[config.mk]
export PLATFORM = sky130hd
export DESIGN_NAME = result_collector
export DESIGN_NICKNAME = d
export VERILOG_FILES = /design/src/rtl/result_collector_pkg.sv /design/src/rtl/result_reduce_step.sv /design/src/rtl/result_collector.sv
export SDC_FILE = /design/constraint.sdc
export NUM_CORES = 1
export LEC_CHECK = 0
export ABC_AREA = 1
export CORE_ASPECT_RATIO = 1.1
export CORE_UTILIZATION = 45
export CTS_CLUSTER_DIAMETER = 80
export DETAILED_ROUTE_END_ITERATION = 12
export PLACE_DENSITY = 0.67
export SLEW_MARGIN = 20
export SYNTH_ARGS = -nofsm -noshare
export SYNTH_HDL_FRONTEND = slang
export SYNTH_HIERARCHICAL = 1
export SYNTH_SLANG_ARGS = --single-unit
[constraint.sdc]
create_clock -name clk -period 4.9 [get_ports clk]
set_input_delay 0.49 -clock clk [delete_from_list [all_inputs] [get_ports clk]]
set_output_delay 0.49 -clock clk [all_outputs]
set_load 0.02 [all_outputs]
[src/rtl/result_collector_pkg.sv]
// rtl/result_collector_pkg.sv - shared state encoding, defaults and sum width for the result collector
package result_collector_pkg;

  // Default result word width and slots per frame
  localparam int DEFAULT_DW    = 8;
  localparam int DEFAULT_NSLOT = 4;

  // Guard bits on the sum so four full-scale words can never overflow
  localparam int SUM_GUARD = 2;

  // Collector phases: fill slots, walk them one per edge, then hold the summary
  typedef enum logic [1:0] {
    ST_COLLECT = 2'd0,
    ST_REDUCE  = 2'd1,
    ST_PRESENT = 2'd2
  } state_t;

  // Width of the frame sum for a given word width
  function automatic int sum_width(input int dw);
    return dw + SUM_GUARD;
  endfunction

endpackage

[src/rtl/result_reduce_step.sv]
// rtl/result_reduce_step.sv - one signed reduce step: accumulate and track max/min
module result_reduce_step
  import result_collector_pkg::*;
#(
  parameter int DW = DEFAULT_DW,
  parameter int SW = sum_width(DEFAULT_DW)
) (
  input  logic                 first,
  input  logic signed [SW-1:0] acc_sum,
  input  logic signed [DW-1:0] acc_max,
  input  logic signed [DW-1:0] acc_min,
  input  logic signed [DW-1:0] slot_val,
  output logic signed [SW-1:0] next_sum,
  output logic signed [DW-1:0] next_max,
  output logic signed [DW-1:0] next_min
);

  logic signed [SW-1:0] slot_ext;
  logic signed [SW-1:0] base_sum;

  // Sign-extend the slot and fold it in; the first slot seeds max/min and the sum starts at zero
  always_comb begin
    slot_ext = {{(SW-DW){slot_val[DW-1]}}, slot_val};
    base_sum = first ? '0 : acc_sum;
    next_sum = base_sum + slot_ext;
    next_max = (first || (slot_val > acc_max)) ? slot_val : acc_max;
    next_min = (first || (slot_val < acc_min)) ? slot_val : acc_min;
  end

endmodule

[src/rtl/result_collector.sv]
// rtl/result_collector.sv - gathers one frame of result words and presents sum/max/min
module result_collector
  import result_collector_pkg::*;
#(
  parameter int  DW    = DEFAULT_DW,
  parameter int  NSLOT = DEFAULT_NSLOT,
  localparam int AW    = $clog2(NSLOT),
  localparam int SW    = sum_width(DW)
) (
  input  logic                 clk,
  input  logic                 reset,
  input  logic                 WEB,
  input  logic [AW-1:0]        AddrB,
  input  logic signed [DW-1:0] DataInB,
  input  logic                 out_ready,
  output logic                 out_valid,
  output logic signed [SW-1:0] out_sum,
  output logic signed [DW-1:0] out_max,
  output logic signed [DW-1:0] out_min,
  output logic                 busy,
  output logic                 drop
);

  state_t               state;
  logic [NSLOT-1:0]     mask;
  logic [AW-1:0]        idx;
  logic signed [DW-1:0] slots [NSLOT];

  logic signed [SW-1:0] acc_sum;
  logic signed [DW-1:0] acc_max;
  logic signed [DW-1:0] acc_min;

  logic signed [SW-1:0] step_sum;
  logic signed [DW-1:0] step_max;
  logic signed [DW-1:0] step_min;

  logic [NSLOT-1:0]     wr_bit;
  logic [NSLOT-1:0]     mask_next;
  logic                 handshake;
  logic                 slot_we;
  logic                 last_slot;

  assign wr_bit    = {{(NSLOT-1){1'b0}}, 1'b1} << AddrB;
  assign mask_next = mask | wr_bit;
  assign handshake = (state == ST_PRESENT) && out_ready;
  assign slot_we   = WEB && ((state == ST_COLLECT) || handshake);
  assign last_slot = (idx == AW'(NSLOT - 1));

  result_reduce_step #(
    .DW (DW),
    .SW (SW)
  ) u_step (
    .first    (idx == '0),
    .acc_sum  (acc_sum),
    .acc_max  (acc_max),
    .acc_min  (acc_min),
    .slot_val (slots[idx]),
    .next_sum (step_sum),
    .next_max (step_max),
    .next_min (step_min)
  );

  // Slot register file: accepts writes while collecting and on the handshake edge
  always_ff @(posedge clk) begin
    if (!reset && slot_we) begin
      slots[AddrB] <= DataInB;
    end
  end

  // Frame FSM: fill mask, one-slot-per-edge reduction, then hold the summary until taken
  always_ff @(posedge clk) begin
    if (reset) begin
      state     <= ST_COLLECT;
      mask      <= '0;
      idx       <= '0;
      acc_sum   <= '0;
      acc_max   <= '0;
      acc_min   <= '0;
      out_valid <= 1'b0;
      out_sum   <= '0;
      out_max   <= '0;
      out_min   <= '0;
      busy      <= 1'b0;
      drop      <= 1'b0;
    end else begin
      case (state)
        ST_COLLECT: begin
          if (WEB) begin
            mask <= mask_next;
            if (&mask_next) begin
              state <= ST_REDUCE;
              idx   <= '0;
              busy  <= 1'b1;
            end
          end
        end

        ST_REDUCE: begin
          acc_sum <= step_sum;
          acc_max <= step_max;
          acc_min <= step_min;
          idx     <= idx + 1'b1;
          if (WEB) begin
            drop <= 1'b1;
          end
          if (last_slot) begin
            state     <= ST_PRESENT;
            out_valid <= 1'b1;
            out_sum   <= step_sum;
            out_max   <= step_max;
            out_min   <= step_min;
          end
        end

        ST_PRESENT: begin
          if (out_ready) begin
            state     <= ST_COLLECT;
            out_valid <= 1'b0;
            busy      <= 1'b0;
            idx       <= '0;
            mask      <= WEB ? wr_bit : '0;
          end else if (WEB) begin
            drop <= 1'b1;
          end
        end

        default: begin
          state <= ST_COLLECT;
          mask  <= '0;
          busy  <= 1'b0;
        end
      endcase
    end
  end

endmodule

Yosys cells after proc, flatten, opt, wreduce, memory -nomap -nowiden
Memory sizes are Yosys's and may differ from the RTL's. A register that Yosys moved wholly into a read port is not among the register bits.
Cells that the tools add are included.
{ "totals": {"regBits": 63, "ram_bits": 32, "input_bits": 14, "out_inout_bits": 29, "n_memories": 1} }
{ "op_classes": {"n_addsub": 2, "magnitude_cmp": 2, "eq_ne": 8, "n_shift": 1, "muxes": 28, "bitwise_logic": 2, "reduce_logical": 19} }
{ "memory_table": {"columns": ["name", "words", "width", "rd", "rd_ports_with_merged_regs", "write_ports", "line", "text"], "rows": [
  ["slots", 4, 8, 1, 1, 1, "result_collector.sv:27", "logic signed [DW-1:0] slots [NSLOT];"]
]} }
{ "ops": {"columns": ["cell", "count"], "rows": [
  ["two-way mux 2 bit", 8],
  ["two-way mux 8 bit", 2],
  ["AND reduction 4 bit", 4],
  ["two-way mux 4 bit", 3],
  ["one-hot mux 2 bit (3 select lines)", 2],
  ["one-hot mux 4 bit (3 select lines)", 1],
  ["adder 10 x 8 -> 10 bit", 1],
  ["two-way mux 10 bit", 1],
  ["greater-than comparator 8 bit", 1],
  ["< comparator 8 bit", 1],
  ["two-way mux 1 bit", 8],
  ["inequality test 2 bit (second input constant)", 4],
  ["AND reduction 3 bit", 2],
  ["== test 2 bit (second input constant)", 2],
  ["logical NOT 2 bit", 2],
  ["bitwise OR 4 bit", 1],
  ["one-hot mux 1 bit (2 select lines)", 2],
  ["AND reduction 2 bit", 2],
  ["<< shifter 1 x 2 -> 4 bit (first input constant)", 1],
  ["logical AND 1 bit", 3],
  ["logical OR 1 bit", 3],
  ["one-hot mux 1 bit (3 select lines)", 1],
  ["nonzero test 3 bit", 1],
  ["adder 2 x 1 -> 2 bit (second input constant)", 1],
  ["5 further kinds", 5]
]} }

Logic depth before layout (Yosys ltp)
Gate-level depths: netlist of run 1.
{ "depth": {"word_depth": 8, "ltp_mapped": 20, "mapped_depth_nobuf": 19} }

Modules after synthesis
The synthesis of run 1 kept the hierarchy.
{ "by_module_without_submodules": {"columns": ["module", "n_inst", "cells_per_inst", "area_per_inst_um2", "seq_area_each_um2"], "rows": [
  ["result_collector", 1, 405, 3686.0, 2262.2],
  ["result_reduce_step", 1, 199, 1166.1, 0.0]
]} }

Worst setup path after synthesis of run 1
No wires, ideal clock.
{ "synth_timing": {"path_kind": "register -> register", "from": "register (tool-made name)", "to": "register out_sum[8]", "t_arrival_ns": 2.514, "path_slack_ns": 2.316, "path_stages_with_launch": 14, "n_path_buf": 1, "synth_period_minus_slack_ns": 2.584, "path_cell_list": "dfxtp_1 inv_1 clkbuf_1 nor2_1 o22ai_1 ha_1 inv_1 fa_1 o21ai_1 nand4_1 nand3_1 xor2_1 nand3_1 a21oi_1"} }
{ "synth_rtl": {"columns": ["element", "line", "text"], "rows": [
  ["end signal, assigned", "result_collector.sv:109", "out_sum <= step_sum;"],
  ["end, declared", "result_collector.sv:17", "output logic signed [SW-1:0] out_sum,"]
]} }

==> impl_metrics.yaml, run 1 <==
outcome:
  status: "complete, no violations"
global_routing:
  antenna_found_initial: 0
  grt_pass1_wl_um: 19500
  grt_pass1_vias: 4101
  grt_max_degree: 57
  grtUsageTotal_pct: 22.4
  overflow: 0
power:
  p_int_mw: 1.41
  switching_share_pct: 28.0
  combPwrFrac_pct: 16.8
  p_per_area_mw_per_mm2: 347
  leakage_nw: 2.25
  seqPwrFrac_pct: 44.7
  switchingPower_uw: 551
  ir_drop_uv: 273
  power.share.clock_pct: 38.5
synthesis:
  synthDistinctLibCells: 32
  synthArstFlopShare_pct: 0
  synth_edf_count: 32
  syn_inst: 604
  synth_nets: 645
  avgSynthCellArea_um2: 8.03
  ys_seq_area_share_pct: 46.6
  synth_seq_cells: 97
  synth_warnings: 6
  syn-cell-area_mm2: 0.00485
  synth_flop_cell: "dfxtp_1"
timing:
  rsz0062_at_grt: "no"
  final.setup.tns_ns: 0
  hold_violations: 0
  timing.final.crit_share_pct: 70.2
  tightestPinTransition_ns: 0.984
  max_freq_mhz: 291
  slew_headroom_pct: 34.3
  setup-violations-final: 0
  period_needed_ns: 3.44
  clock_skew_ns: 0.00554
  maxSlewViolCount: 0
placement:
  place_area_mm2: 0.00535
  dp_cells: 769
  io_buffers: 42
  dp_hpwl_um: 7940
  gp_congestion: 0.851
clock_network:
  postCtsResizedCells: 0
  cts_buffer_depth: 2
  insertion_delay_ns: 0.34
  numCtsBuffers: 9
  path_clk_slew_ns: 0.07
  htree_num_levels: 3
  cts_tree: "done"
  clockRootBuffer: "clkbuf_16"
  ctsHoldBuffers: 0
  clock_sinks: 97
  cts_setup_buffers: 0
die:
  die_w_um: 101
  die_h_um: 111
  placementRows: 39
  coreArea_mm2: 0.0104
  ios: 43
  initial_core_util_pct: 46.5
  dieArea_mm2: 0.0112
route:
  routed_wl_um: 11800
  postRouteAntennaNets: 0
  viasPerCell: 5.36
  vias: 4211
  wire_per_inst_um: 15.0
  drtPass1Iterations: 5
  drc_errors: 0
  drtIter0Drc: 261
layout:
  regArea_mm2: 0.00226
  drive_gt1_share_pct: 6.23
  layout_common_cells: "nand2_1 (120), nor2_1 (86), dfxtp_1 (65), a21oi_1 (55), inv_1 (54)"
  fillers: 965
  layout.cells.non_filler: 785
  num_antenna_cells: 0
  final_common_cell: "nand2_1"
  multi_input_area_mm2: 0.00224
  area_delta_synth_final_pct: 16.7
  nets: 678
  final_area_mm2: 0.00566
hold_path:
  hold_class: "reg -> reg"
  hold_path.startpoint: "out_sum[1]"
critical_path:
  worstSetupStartpointType: "flop"
  critical_path.endpoint_type: "flop"
  cp.arrival_ns: 3.71
  path_max_fanout: 17
  worstPathRequired_ns: 5.17
  path_class: "reg -> reg"
job:
  drv_cap: 0
-- area by class of cell --
type | instances | share of cell area, %
clock buffer | 9 | 3.98
sequential | 97 | 39.9
timing repair buffer | 47 | 8.08
inverter | 56 | 3.71
clock inverter | 7 | 1.66
multi-input combinational | 426 | 39.5
tap | 143 | 3.16
-- cell families (layout without fill, tap and decap cells) --
family / after synthesis / in the layout / synth area share, %
AO/OA/AOI/OAI: 114 / 114 / 12.6
XOR/XNOR: 9 / 9 / 1.62
adder cells (fa/ha/maj): 27 / 27 / 7.12
buffers and inverters: 81 / 119 / 7.40
flip-flops: 97 / 97 / 46.6
AND/OR/NAND/NOR: 276 / 276 / 24.7
-- worst max-delay path, cell delays in order, from the launching register on --
cell,delay [ns]
dfxtp_1,0.46
inv_1,0.38
o21ai_0,0.15
o22ai_1,0.73
ha_1,0.45
a21oi_1,0.23
o21a_4,0.18
nand3_4,0.15
nand3_4,0.18
nand2_1,0.09
nand2_1,0.13
nand3_1,0.09
a21oi_1,0.16
-- final timing paths --
kind                                    to  slack (ns)  cells after the start
worst min register to register  out_sum[1]        0.46                      2
worst max register to register  out_min[3]        1.46                     12
worst max-delay path            out_min[3]        1.46                     12
worst min-delay path            out_sum[1]        0.46                      2
-- cell usage after synthesis (3+ instances only) --
cell	count	area, µm²
nand3_1	42	210
ha_1	26	325
clkbuf_1	9	33.8
nand2_4	3	33.8
inv_1	54	203
xor2_1	4	35.0
a21oi_1	55	275
o21ai_1	3	15.0
nor2_1	86	323
xnor2_1	5	43.8
o22ai_1	8	50.1
edfxtp_1	32	961
dfxtp_1	65	1300
buf_6	5	56.3
o21ai_0	40	200
nor2_2	4	25.0
nand2_2	5	31.3
buf_2	8	40.0
nand4_1	10	62.6
nand2_1	120	450
nor3_1	3	15.0
-- flip-flops by register name, indices dropped and copies added (netlist names), 2 cells and up, named ones only --
register / flops
slots: 32
acc_sum: 10
out_sum: 10
acc_max: 8
acc_min: 8
out_max: 8
out_min: 8
mask: 4
idx: 2
state: 2
-- power groups by stage --
| stage | registers, mW | logic (mW) | clock network (mW) |
|---|---|---|---|
| floorplan | 0.890 | 0.246 | 0 |
| global placement | 0.895 | 0.316 | 0 |
| detailed placement | 0.895 | 0.322 | 0 |
| CTS | 0.878 | 0.326 | 0.762 |
| global route | 0.881 | 0.374 | 0.799 |
| finish | 0.878 | 0.330 | 0.756 |
-- stage by stage --
step           total power, mW  setup WS [ns]  hold WS, ns  utilization (%)
2_1_floorplan             1.14           2.32        0.430                -
3_3_place_gp              1.21           1.67        0.445             51.2
3_5_place_dp              1.22           1.59        0.453             51.2
4_1_cts                   1.97           1.55        0.463             54.2
5_1_grt                   2.05           1.17        0.481             54.2
6_report                  1.96           1.46        0.459             54.2
-- metal layers --
metal  track usage, %  routed length, µm  vias up
li1                 -                  -     2073
met1             26.9               5120     1985
met2             39.4               5870      133
met3             4.10                545       20
met4             8.02                234        0
met5                0                  0        -
(Power assumes the default switching activity.)
==> run 2: changes to the inputs <==
==> constraint.sdc (replaced) <==
create_clock -name clk -period 3.3 [get_ports clk]
set_input_delay 0.33 -clock clk [delete_from_list [all_inputs] [get_ports clk]]
set_output_delay 0.33 -clock clk [all_outputs]
set_load 0.02 [all_outputs]
==> run 2 against run 1 <==
Effect of this change: final cell count rose by 1.1%; sequential share of layout area fell by 0.54 points; global-route usage grew 0.061 points.
==> impl_metrics.yaml, run 2 (synthesis results as in run 1) <==
timing:
  slew_headroom_pct: 48.4
  setup-violations-final: 0
  maxSlewViolCount: 0
  final.setup.tns_ns: 0
  hold_violations: 0
  rsz0062_at_grt: "no"
  max_freq_mhz: 346
  tightestPinTransition_ns: 0.771
  timing.final.crit_share_pct: 87.5
  period_needed_ns: 2.89
  fin_ws_ns: 0.411
  clock_skew_ns: 0.00789
placement:
  gp_congestion: 0.861
  io_buffers: 42
  dp_hpwl_um: 7880
  post-place-ws_ns: 0.394
power:
  p_per_area_mw_per_mm2: 514
  leakage_nw: 2.30
  ir_drop_uv: 318
layout:
  num_antenna_cells: 0
  largest_register_ffs: 32
  top_register: "slots"
  nets: 687
  reg.largest.list: "slots (32), acc_sum (10), out_sum (10)"
  drive_gt1_share_pct: 7.83
  area_delta_synth_final_pct: 18.3
  final_common_cell: "nand2_1"
  layout_common_cells: "nand2_1 (120), nor2_1 (86), dfxtp_1 (65), a21oi_1 (55), inv_1 (53)"
global_routing:
  grt_max_degree: 56
  overflow: 0
  antenna_found_initial: 0
  grtUsageTotal_pct: 22.4
  grt_pass1_vias: 4094
  grt_pass1_wl_um: 19500
critical_path:
  cp.arrival_ns: 3.17
  worstPathRequired_ns: 3.58
  worstSetupStartpointType: "flop"
  path_class: "reg -> reg"
  critical_path.endpoint_type: "flop"
  path_max_fanout: 12
  reg2reg_slack_ns: 0.41
route:
  vias: 4120
  routed_wl_um: 11400
  postRouteAntennaNets: 0
  drtIter0Drc: 211
  drtPass1Iterations: 5
  wire_per_inst_um: 14.4
  drc_errors: 0
  viasPerCell: 5.19
die:
  initial_core_util_pct: 46.5
  dieArea_mm2: 0.0112
  placementRows: 39
  die_w_um: 101
  die_h_um: 111
  coreArea_mm2: 0.0104
  ios: 43
clock_network:
  numCtsBuffers: 9
  clockRootBuffer: "clkbuf_16"
  cts_tree: "done"
  insertion_delay_ns: 0.35
  clock_sinks: 97
  htree_num_levels: 3
  path_clk_slew_ns: 0.07
  ctsHoldBuffers: 0
  cts_buffer_depth: 2
outcome:
  status: "complete, no violations"
hold_path:
  hold_class: "reg -> reg"
job:
  drv_cap: 0
==> run 2: where the power goes <==
group / leakage (nW) / internal, mW / switching, mW
Combinational: 1.32 / 0.175 / 0.333
Clock: 0.160 / 0.671 / 0.472
Sequential: 0.818 / 1.27 / 0.0263
==> run 2: metal layers <==
layer | GRT usage, % | wire (µm)
met1 | 27.3 | 5010
met2 | 39.2 | 5680
met3 | 2.90 | 434
met4 | 9.76 | 278
met5 | 0 | 0
==> run 2: worst max-delay path: stages (launching register included) <==
cell     delay [ns]
dfxtp_1        0.45
buf_4          0.23
o21ai_0        0.11
o22ai_1        0.46
ha_1           0.41
a21oi_1        0.22
o21a_4         0.17
nand3_4        0.15
nand3_4        0.18
nand2_1        0.07
nand2_1        0.13
nand3_1        0.09
a21oi_1        0.16
==> run 2: final cells by class <==
class                      instances  area, µm²
clock inverter                     7        100
sequential                        97       2260
tap                              143        179
fill                            1009       4700
timing repair buffer              56        526
multi-input combinational        426       2240
inverter                          56        214
clock buffer                       9        225
==> run 2: path summary, 6_finish.rpt <==
path | startpoint | endpoint | cells past startpoint
setup reg to reg | flop | out_min[0] | 12
hold / removal | out_sum[2] | out_sum[2] | 2
setup / recovery | flop | out_min[0] | 12
hold reg to reg | out_sum[2] | out_sum[2] | 2
==> run 2: timing repair <==
action                     CTS  global route
gates resized for setup      0             1
setup endpoints to repair    0             1
setup buffers                0             0
==> run 2: per-stage QoR <==
stage	utilization, %	power (mW)	std cells	hold WS, ns	instance area (µm²)
after detailed placement	51.8	1.83	778	0.453	5410
after global routing	55.0	3.10	794	0.472	5740
after global placement	51.8	1.82	778	0.444	5410
after CTS	54.9	2.97	794	0.463	5740
after floorplan	-	1.69	604	0.429	4850
final	55.0	2.95	794	0.460	5740
==> variant, RTL diff (settings of run 1) <==
The 3 states of `state_t` get a one-hot encoding in 3 bits.
--- a/src/rtl/result_collector_pkg.sv
+++ b/src/rtl/result_collector_pkg.sv
@@ -11,6 +11,6 @@
   // Collector phases: fill slots, walk them one per edge, then hold the summary
-  typedef enum logic [1:0] {
-    ST_COLLECT = 2'd0,
-    ST_REDUCE  = 2'd1,
-    ST_PRESENT = 2'd2
+  typedef enum logic [2:0] {
+    ST_COLLECT = 3'b001,
+    ST_REDUCE  = 3'b010,
+    ST_PRESENT = 3'b100
   } state_t;
Behaviour: same outputs for any inputs over 4 cycles, from zero or initial values and one cycle with reset high; so few cycles prove little.
==> variant against run 1 <==
- first-iteration DRC count shrank 31%
- clock power fell by 11%
- setup slack worse by 1.4 ps
- count of clock-buffer cells in the layout grew 2
- area after synthesis up 0.88%
- critical path depth rose by 2
- via count increased by 0.31%
- global-route usage down 0.20 points
- final area barely moved
- power fell by 7.1%
- routed wire length is 0.57% higher
- sequential cell count increased by 1
- critical path type unchanged
- largest cell class is now multi-input combinational cells
==> variant: results (changes against run 1) <==
Run status
  – Status: completed (unchanged)

Worst setup path
  – Slowest CP cell: o22ai_1 (unchanged)
  – Family with the most delay on the worst path: compound AO/OA/AOI/OAI gates (unchanged)
  – Worst-path fanout max: 17 (unchanged)
  – CP max stage delay: 730 ps (about the same)

GRT
  – Pin count of the biggest net entering global routing: 56 (was 57)
  – First-pass GRT wire length: 19300 um (was 19500 um)
  – Initial antenna violation count: 0 (unchanged)
  – Global Route Usage Sum: 0.222 (was 0.224)

Clock tree
  – # Post-CTS Setup Buffers: 0 (unchanged)
  – Clk_lat worst skew: 340 ps (about the same)
  – Clk slew on worst S/H paths: 70 ps (about the same)
  – Clock root cell: clkbuf_16 (unchanged)
  – H-tree levels: 3 (unchanged)
  – Clock buffer depth: 2 (unchanged)
  – Post_cts resized: 0 (unchanged)
  – Inserted Clock Buffers: 9 (unchanged)

STA
  – Worst-Margin Slew: 942 ps (was 984 ps)
  – Skew final: 5.69 ps (was 5.54 ps)

Final layout
  – Nets: 682 (was 678)
  – Fill cells: 969 (was 965)
  – Layout cells sized above 1: 0.0619 (was 0.0623)
  – Biggest regs: slots (32), acc_sum (10), out_sum (10) (unchanged)
  – Finished Layout Cells: 789 (was 785)
  – Ant diodes: 0 (unchanged)

Placement
  – Area after DPL: 0.00539 mm^2 (was 0.00535 mm^2)
  – Count of placed standard cells including taps: 773 (was 769)
  – Hpwl dp: 8270 um (was 7940 um)
  – GPL Wtd Cong: 0.844 (was 0.851)
  – I/O Buffers: 42 (unchanged)

Synthesis
  – Commonest cells post-synth: nor2_1 (103), nand2_1 (102), dfxtp_1 (66), a21oi_1 (53), inv_1 (51) (was nand2_1 (120), nor2_1 (86), dfxtp_1 (65), a21oi_1 (55), inv_1 (54))
  – Seq/Total Area, Yosys: 0.466 (about the same)
  – Mapped Cells: 610 (was 604)
  – EDFF count, synth: 32 (unchanged)
  – Ys async rst share: 0 (unchanged)
  – Ys Warns: 6 (unchanged)
  – Synth area leaders: dfxtp_1 (27%), edfxtp_1 (20%), nor2_1 (7.9%), nand2_1 (7.8%), ha_1 (6.6%) (was dfxtp_1 (27%), edfxtp_1 (20%), nand2_1 (9.3%), ha_1 (6.7%), nor2_1 (6.7%))
  – Unique cell type count in the Yosys netlist: 33 (was 32)
  – Synthesized Nets: 651 (was 645)

Drt
  – Drt pass-1 iters: 4 (was 5)
  – Wire length per cell: 15.0 um (about the same)
  – Vias: 4224 (was 4211)
  – DRT iter0 DRCs: 180 (was 261)

Power
  – Peak supply drop: 151 uV (was 273 uV)
  – Pleak: 0.00216 uW (was 0.00225 uW)

Hold path
  – Worst hold path type: flop to flop (unchanged)
## variant: cell types whose count changed in the layout (fill, tap and decap cells not counted), moves of 2 or more
cell / before / now
nand2_1: 120 / 102
inv_1: 54 / 51
nand4_1: 10 / 12
nor2_1: 86 / 103
a21oi_1: 55 / 53
o21ai_0: 40 / 47
bufinv_16: 2 / 0
nand2_2: 5 / 7
a21oi_2: 2 / 0
o211ai_1: 2 / 0
o21ai_1: 3 / 5
buf_4: 5 / 2
## variant: final cells by class
type | count | area, um^2 | area share
inverters | 53 | 201 | 0.0355
multi-input cells | 435 | 2290 | 0.404
flip-flops and latches | 98 | 2280 | 0.403
clock buffers | 11 | 243 | 0.0428
well taps | 143 | 179 | 0.0316
clock inverters | 5 | 38.8 | 0.00684
repair buffers | 44 | 435 | 0.0768
## variant: cells by family after synthesis
group | count (synthesis) | synth area share
simple gates | 281 | 0.253
fa+ha+maj | 27 | 0.0706
xor+xnor | 9 | 0.0161
compound gates | 118 | 0.127
buf+inv | 77 | 0.0675
flops | 98 | 0.466
## variant: power by group
group / total, uW / switching (uW) / leakage (uW) / internal, uW
registers: 868 / 11.1 / 0.000823 / 857
logic: 284 / 193 / 0.00120 / 91.6
clock network: 673 / 312 / 0.000136 / 361
total: 1830 / 516 / 0.00216 / 1310
## variant: final timing paths
| path | startpoint | to | depth (start not counted) | slack, ps |
|---|---|---|---|---|
| worst min register to register | out_min[4] | out_min[4] | 2 | 460 |
| worst max register to register | flop | acc_max[7] | 14 | 1460 |
| worst max-delay path | flop | acc_max[7] | 14 | 1460 |
| worst min-delay path | out_min[4] | out_min[4] | 2 | 460 |
## variant: metal layers
layer	up-vias	global-route usage	share of wire
li1	2102	-	-
met1	1974	0.248	0.41
met2	109	0.396	0.51
met3	39	0.0395	0.044
met4	0	0.114	0.038
met5	-	0	0
